`src/rtl/display_scheduler.sv`:
```
// Time-shares the seven-segment display between timer, WPM and accuracy, converting the
// selected source to BCD with a serial double-dabble. Optional DISP_BLANK_LZ_EN blanks leading zeros.
module display_scheduler #(
   parameter int REFRESH_CYCLES = 1_000_000,
   parameter int PAGE_CYCLES    = 200_000_000
) (
   input  logic        clk,
   input  logic        rst_n,
   input  logic        test_active,
   input  logic [16:0] timer_val,
   input  logic [16:0] wpm_val,
   input  logic [16:0] acc_val,
   output logic [11:0] wpm_integer,
   output logic [7:0]  wpm_decimal,
   output logic [1:0]  page,
   output logic        busy,
   output logic        update
);
   localparam int RW = $clog2(REFRESH_CYCLES + 1);
   localparam int PW = $clog2(PAGE_CYCLES + 1);
   localparam logic [RW-1:0] REFRESH_LAST = RW'(REFRESH_CYCLES - 1);
   localparam logic [PW-1:0] PAGE_LAST    = PW'(PAGE_CYCLES - 1);

   typedef enum logic [1:0] {IDLE, LOAD, SHIFT, COMMIT} state_t;

   state_t         state_reg, state_next;
   logic           pending_reg, pending_next;
   logic           consume;
   logic           test_prev_reg;
   logic [1:0]     page_next;
   logic [PW-1:0]  page_cnt_reg, page_cnt_next;
   logic [RW-1:0]  refresh_cnt_reg;
   logic           tick;
   logic [16:0]    bin_sr_reg;
   logic [19:0]    bcd_reg, bcd_adj;
   logic [4:0]     iter_reg;
   logic [16:0]    src_sel, src_sat;
   logic [11:0]    int_digits;

   assign tick = (refresh_cnt_reg == REFRESH_LAST);
   assign busy = (state_reg != IDLE);

   always_comb begin
      page_next     = page;
      page_cnt_next = page_cnt_reg + PW'(1);
      if (test_active) begin
         page_next     = 2'd0;
         page_cnt_next = '0;
      end else if (test_prev_reg) begin
         page_next     = 2'd1;
         page_cnt_next = '0;
      end else if (page_cnt_reg == PAGE_LAST) begin
         page_cnt_next = '0;
         page_next     = (page == 2'd1) ? 2'd2 : 2'd1;
      end
   end

   always_comb begin
      state_next = state_reg;
      consume    = 1'b0;
      case (state_reg)
         IDLE:   if (pending_reg) begin
                    state_next = LOAD;
                    consume    = 1'b1;
                 end
         LOAD:   state_next = SHIFT;
         SHIFT:  if (iter_reg == 5'd1) state_next = COMMIT;
         COMMIT: if (pending_reg) begin
                    state_next = LOAD;
                    consume    = 1'b1;
                 end else begin
                    state_next = IDLE;
                 end
         default: state_next = IDLE;
      endcase
      // A new event in the same cycle as a consume must survive, so set beats clear.
      pending_next = (pending_reg & ~consume) | tick | (page_next != page);
   end

   always_ff @(posedge clk or negedge rst_n) begin
      if (!rst_n) begin
         state_reg       <= IDLE;
         pending_reg     <= 1'b1;
         test_prev_reg   <= 1'b0;
         page            <= 2'd1;
         page_cnt_reg    <= '0;
         refresh_cnt_reg <= '0;
      end else begin
         state_reg       <= state_next;
         pending_reg     <= pending_next;
         test_prev_reg   <= test_active;
         page            <= page_next;
         page_cnt_reg    <= page_cnt_next;
         refresh_cnt_reg <= tick ? '0 : refresh_cnt_reg + RW'(1);
      end
   end

   always_comb begin
      case (page)
         2'd0:    src_sel = timer_val;
         2'd1:    src_sel = wpm_val;
         default: src_sel = acc_val;
      endcase
      src_sat = (src_sel > 17'd99999) ? 17'd99999 : src_sel;
   end

   generate
      for (genvar gi = 0; gi < 5; gi++) begin : g_dabble
         assign bcd_adj[gi*4 +: 4] = (bcd_reg[gi*4 +: 4] >= 4'd5) ?
                                     bcd_reg[gi*4 +: 4] + 4'd3 : bcd_reg[gi*4 +: 4];
      end
   endgenerate

   always_comb begin
      int_digits = bcd_reg[19:8];
`ifdef DISP_BLANK_LZ_EN
      if (bcd_reg[19:16] == 4'd0) int_digits[11:8] = 4'hF;
      if (bcd_reg[19:12] == 8'd0) int_digits[7:4]  = 4'hF;
`endif
   end

   always_ff @(posedge clk or negedge rst_n) begin
      if (!rst_n) begin
         bin_sr_reg  <= '0;
         bcd_reg     <= '0;
         iter_reg    <= '0;
         wpm_integer <= 12'h000;
         wpm_decimal <= 8'h00;
         update      <= 1'b0;
      end else begin
         update <= 1'b0;
         case (state_reg)
            LOAD: begin
               bin_sr_reg <= src_sat;
               bcd_reg    <= '0;
               iter_reg   <= 5'd17;
            end
            SHIFT: begin
               {bcd_reg, bin_sr_reg} <= {bcd_adj, bin_sr_reg} << 1;
               iter_reg              <= iter_reg - 5'd1;
            end
            COMMIT: begin
               wpm_integer <= int_digits;
               wpm_decimal <= bcd_reg[7:0];
               update      <= 1'b1;
            end
            default: ;
         endcase
      end
   end
endmodule

```
`config.mk`:
```
export PLATFORM = sky130hd
export DESIGN_NAME = display_scheduler
export DESIGN_NICKNAME = d
export VERILOG_FILES = /design/src/rtl/display_scheduler.sv
export SDC_FILE = /design/constraint.sdc
export NUM_CORES = 1
export LEC_CHECK = 0
export BUFFER_PORTS_ARGS = -buffer_cell sky130_fd_sc_hd__buf_2
export CAP_MARGIN = 10
export CELL_PAD_IN_SITES_DETAIL_PLACEMENT = 0
export CELL_PAD_IN_SITES_GLOBAL_PLACEMENT = 1
export CORE_MARGIN = 10
export CORE_UTILIZATION = 41
export DETAILED_ROUTE_END_ITERATION = 10
export PLACE_DENSITY = 0.85
export SYNTH_ARGS = -nofsm -noshare
export SYNTH_HDL_FRONTEND = slang
export SYNTH_SLANG_ARGS = --single-unit
```
`constraint.sdc`:
```
create_clock -name clk -period 2 [get_ports clk]
set_clock_uncertainty 0.2 [all_clocks]
set_input_delay 0.2 -clock clk [delete_from_list [all_inputs] [get_ports clk]]
set_output_delay 0.2 -clock clk [all_outputs]
set_load 0.01 [all_outputs]
```
==> flow_summary_export.csv <==
group,metric,value,unit
power_and_ir_drop,p_per_area,1070,nW/µm²
min_path,hp-class,"input port to asynchronous set/reset pin",
global_route,use_met2,0.257,
route,drt_iter0_drc,255,
sta,period_share,1.09,
synthesis,synthSimpleGateAreaFrac,0.172,
synthesis,synth.distinct_cells,58,
floorplan,die_x,142,µm
clocking,cts_tree,"yes",
global_route,grt_pass1_vias,5141,
clocking,cts.sinks,117,
floorplan,coreArea,14600,µm²
global_route,overflow,0,
setup_path,slowest_stage,"or4b_4",
floorplan,start_util,0.419,
power_and_ir_drop,clkPwrFrac,0.356,
final_layout,layout.nets,802,
sta,rsz0062_at_grt,"true",
synthesis,ys_seq_area_frac,0.479,
clocking,numCtsBuffers,17,
sta,setup_viol,45,
placement,dp_slack,-0.223,ns
synthesis,synth-edff-count,0,
route,routed_via_density,5.29,
sta,setup-tns-final,-5.29,ns
final_layout,areaGrowthSynthToFinish,36.4,%
setup_path,r2r_slack,-0.18,ns
power_and_ir_drop,p_int,6.07,mW
setup_path,cp.arrival,2.28,ns
global_route,grt_antenna_before_repair,0,
power_and_ir_drop,power_frac_seq,0.326,
global_route,grtUsageMet3,0.0474,
route,route.final.wire_length,15100,µm
clocking,path_clk_slew,0.05,ns
placement,place_hpwl,10200,µm
setup_path,critical_path_class,"flip-flop to flip-flop",
final_layout,fill_cells,1169,
sta,hold_viol_final,0,
sta,min_period,2.18,ns
final_layout,post-route-util,0.572,
sta,max_freq,458,MHz
final_layout,largest_register_ffs,28,
sta,timing.final.ws_setup,-0.182,ns
final_layout,stdcell_area,8340,µm²
final_layout,most-common-layout-cells,"dfrtp_1, buf_2, buf_4",
route,firstDrtPassIters,6,
synthesis,async_flop_share,1.00,
outcome,violations,"setup timing",
setup_path,cp-start-kind,"flip-flop",
setup_path,crit_chain,"or4b_4, nor4_4, nand3_4, buf_6, nand2_8, nor2_4",
clocking,clockBufferDepth,2,
synthesis,yosys.area.top_type_share,0.471,
final_layout,multi_input_area,3410,µm²
setup_path,r2r_end,"page_cnt_reg[26]",
global_route,grt_pass1_wl,24900,µm
power_and_ir_drop,p_leak,3.61,nW
route,via_count,4908,
setup_path,regToRegStartpoint,"page_cnt_reg[9]",
synthesis,postSynthAreaPerCell,10.5,µm²
synthesis,syn_area,6110,µm²
floorplan,die_area,20200,µm²
placement,io_buffers,77,
floorplan,rows,44,
final_layout,regArea,2930,µm²
route,drc,0,
synthesis,synthesis.nets,652,
final_layout,final_common_cell,"dfrtp_1",
synthesis,synth_top_family_by_area,"simple AND/OR/NAND/NOR gates",
final_layout,instances_no_fill,927,
global_route,grt_use_total,0.152,
sta,fin_hold_ws,0.0803,ns
power_and_ir_drop,p_sw,2.85,mW
setup_path,path_delay_family,"simple AND/OR/NAND/NOR gates",
placement,place.gp.congestion,0.821,
outcome,status,"finished, violations left",
route,wl_per_cell,16.3,µm
power_and_ir_drop,combPwrFrac,0.317,
global_route,top_usage_layer,"met2",
route,final_antenna_net_count,0,
synthesis,ys_seq_elements,117,
placement,post_dp_cell_area,7090,µm²
placement,placedCellCount,871,
synthesis,synth_top_area_cell,"dfrtp_1",
synthesis,yosys_warnings,0,
floorplan,die_h,142,µm
setup_path,cp_max_fo,6,
synthesis,ys.flop_type,"dfrtp_1",
clocking,insertion_delay,0.42,ns
clocking,htree_levels,4,
power_and_ir_drop,ir_worst_vdd,0.000865,V
sta,slew_viol_final,0,
synthesis,synth_compound_area_frac,0.113,
global_route,grt_max_degree,50,
setup_path,endpoint_kind,"flip-flop",
power_and_ir_drop,power.total,8.92,mW
setup_path,worstRegToRegCells,6,
synthesis,synth_mux_area_frac,0.0896,
sta,relSlewSlack,0.691,
setup_path,worst_path_largest_cell_delay,0.54,ns
synthesis,synthCells,580,
power_and_ir_drop,sw_frac_of_total,0.320,
final_layout,drive_gt1_frac,0.373,
flow_run,cap_violations,0,
setup_path,worstPathRequired,2.10,ns
synthesis,synth_top_cells_by_area,"dfrtp_1, mux2_2, xnor2_1",
global_route,grt_use_met1,0.177,
sta,tightest_slew,0.463,ns
final_layout,n_antenna_cell,0,
synthesis,synth_adder_area_share,0.0368,
synthesis,synth_xor_area_frac,0.0731,
setup_path,cp_num_buf_inv,1,
clocking,root_buffer,"clkbuf_16",
floorplan,io_pins,78,
logic make-up after synthesis:
group                      count (synthesis)
and+or+nand+nor                          192
adders and majority gates                 18
AOI/OAI and AO/OA                        103
xor gates and xnor gates                  51
muxes                                     51
buffers and inverters                     48
DFF                                      117
worst reg2reg max path, delay by kind of cell, from the launching register on:
family	cells	cell delay [ns]
flip-flops	1	0.39
buffers and inverters	1	0.19
AND/OR/NAND/NOR	5	1.29
routing by layer:
layer	routed length (µm)	vias to the layer above
met5	0	-
met4	261	0
met3	734	22
met2	7710	101
met1	6400	2407
li1	-	2378
power groups by stage:
stage / registers [mW] / logic (mW) / clock network [mW]
after detailed placement: 2.93 / 2.37 / 0
final: 2.91 / 2.83 / 3.18
after global routing: 2.95 / 3.13 / 3.37
after floorplan: 2.90 / 1.58 / 0
after CTS: 2.90 / 2.60 / 3.24
after global placement: 2.92 / 2.28 / 0
cells in the mapped netlist, types with 16 or more instances:
| cell type | instances |
|---|---|
| a21oi_1 | 26 |
| dfrtp_1 | 115 |
| ha_1 | 18 |
| inv_1 | 24 |
| mux2_2 | 30 |
| mux2i_1 | 21 |
| nand2_1 | 35 |
| nand3_1 | 20 |
| nor2_1 | 44 |
| nor2_2 | 20 |
| o21ai_0 | 19 |
| xnor2_1 | 35 |
| xor2_1 | 16 |
worst max path at each step:
stage	to	start	slack (ns)	depth (start not counted)
global route	page_cnt_reg[26]	page_cnt_reg[26]	-0.25	6
floorplan	page_cnt_reg[18]	page_cnt_reg[12]	-0.03	6
global placement	bin_sr_reg[5]	page[0]	-0.24	6
detailed placement	bin_sr_reg[6]	page[0]	-0.22	6
finish	page_cnt_reg[26]	page_cnt_reg[9]	-0.18	6
CTS	bin_sr_reg[4]	page[0]	-0.14	6
repair_timing:
item,in CTS,in global routing
endpoints found under the setup margin,44,49
hold buffers,7,0
pin swaps,28,32
gates resized for setup,44,43
cloned,2,2
buffers inserted,5,8
hold endpoints to repair,123,0
final cells by class:
class | count | share of cell area
Sequential cell | 117 | 0.351
Tap cell | 184 | 0.0276
Clock inverter | 10 | 0.0183
Timing Repair Buffer | 150 | 0.125
Clock buffer | 22 | 0.0557
Timing Repair inverter | 1 | 0.000600
Inverter | 25 | 0.0122
Multi-Input combinational cell | 418 | 0.409
No activity file was read; power rests on OpenSTA's default activity.
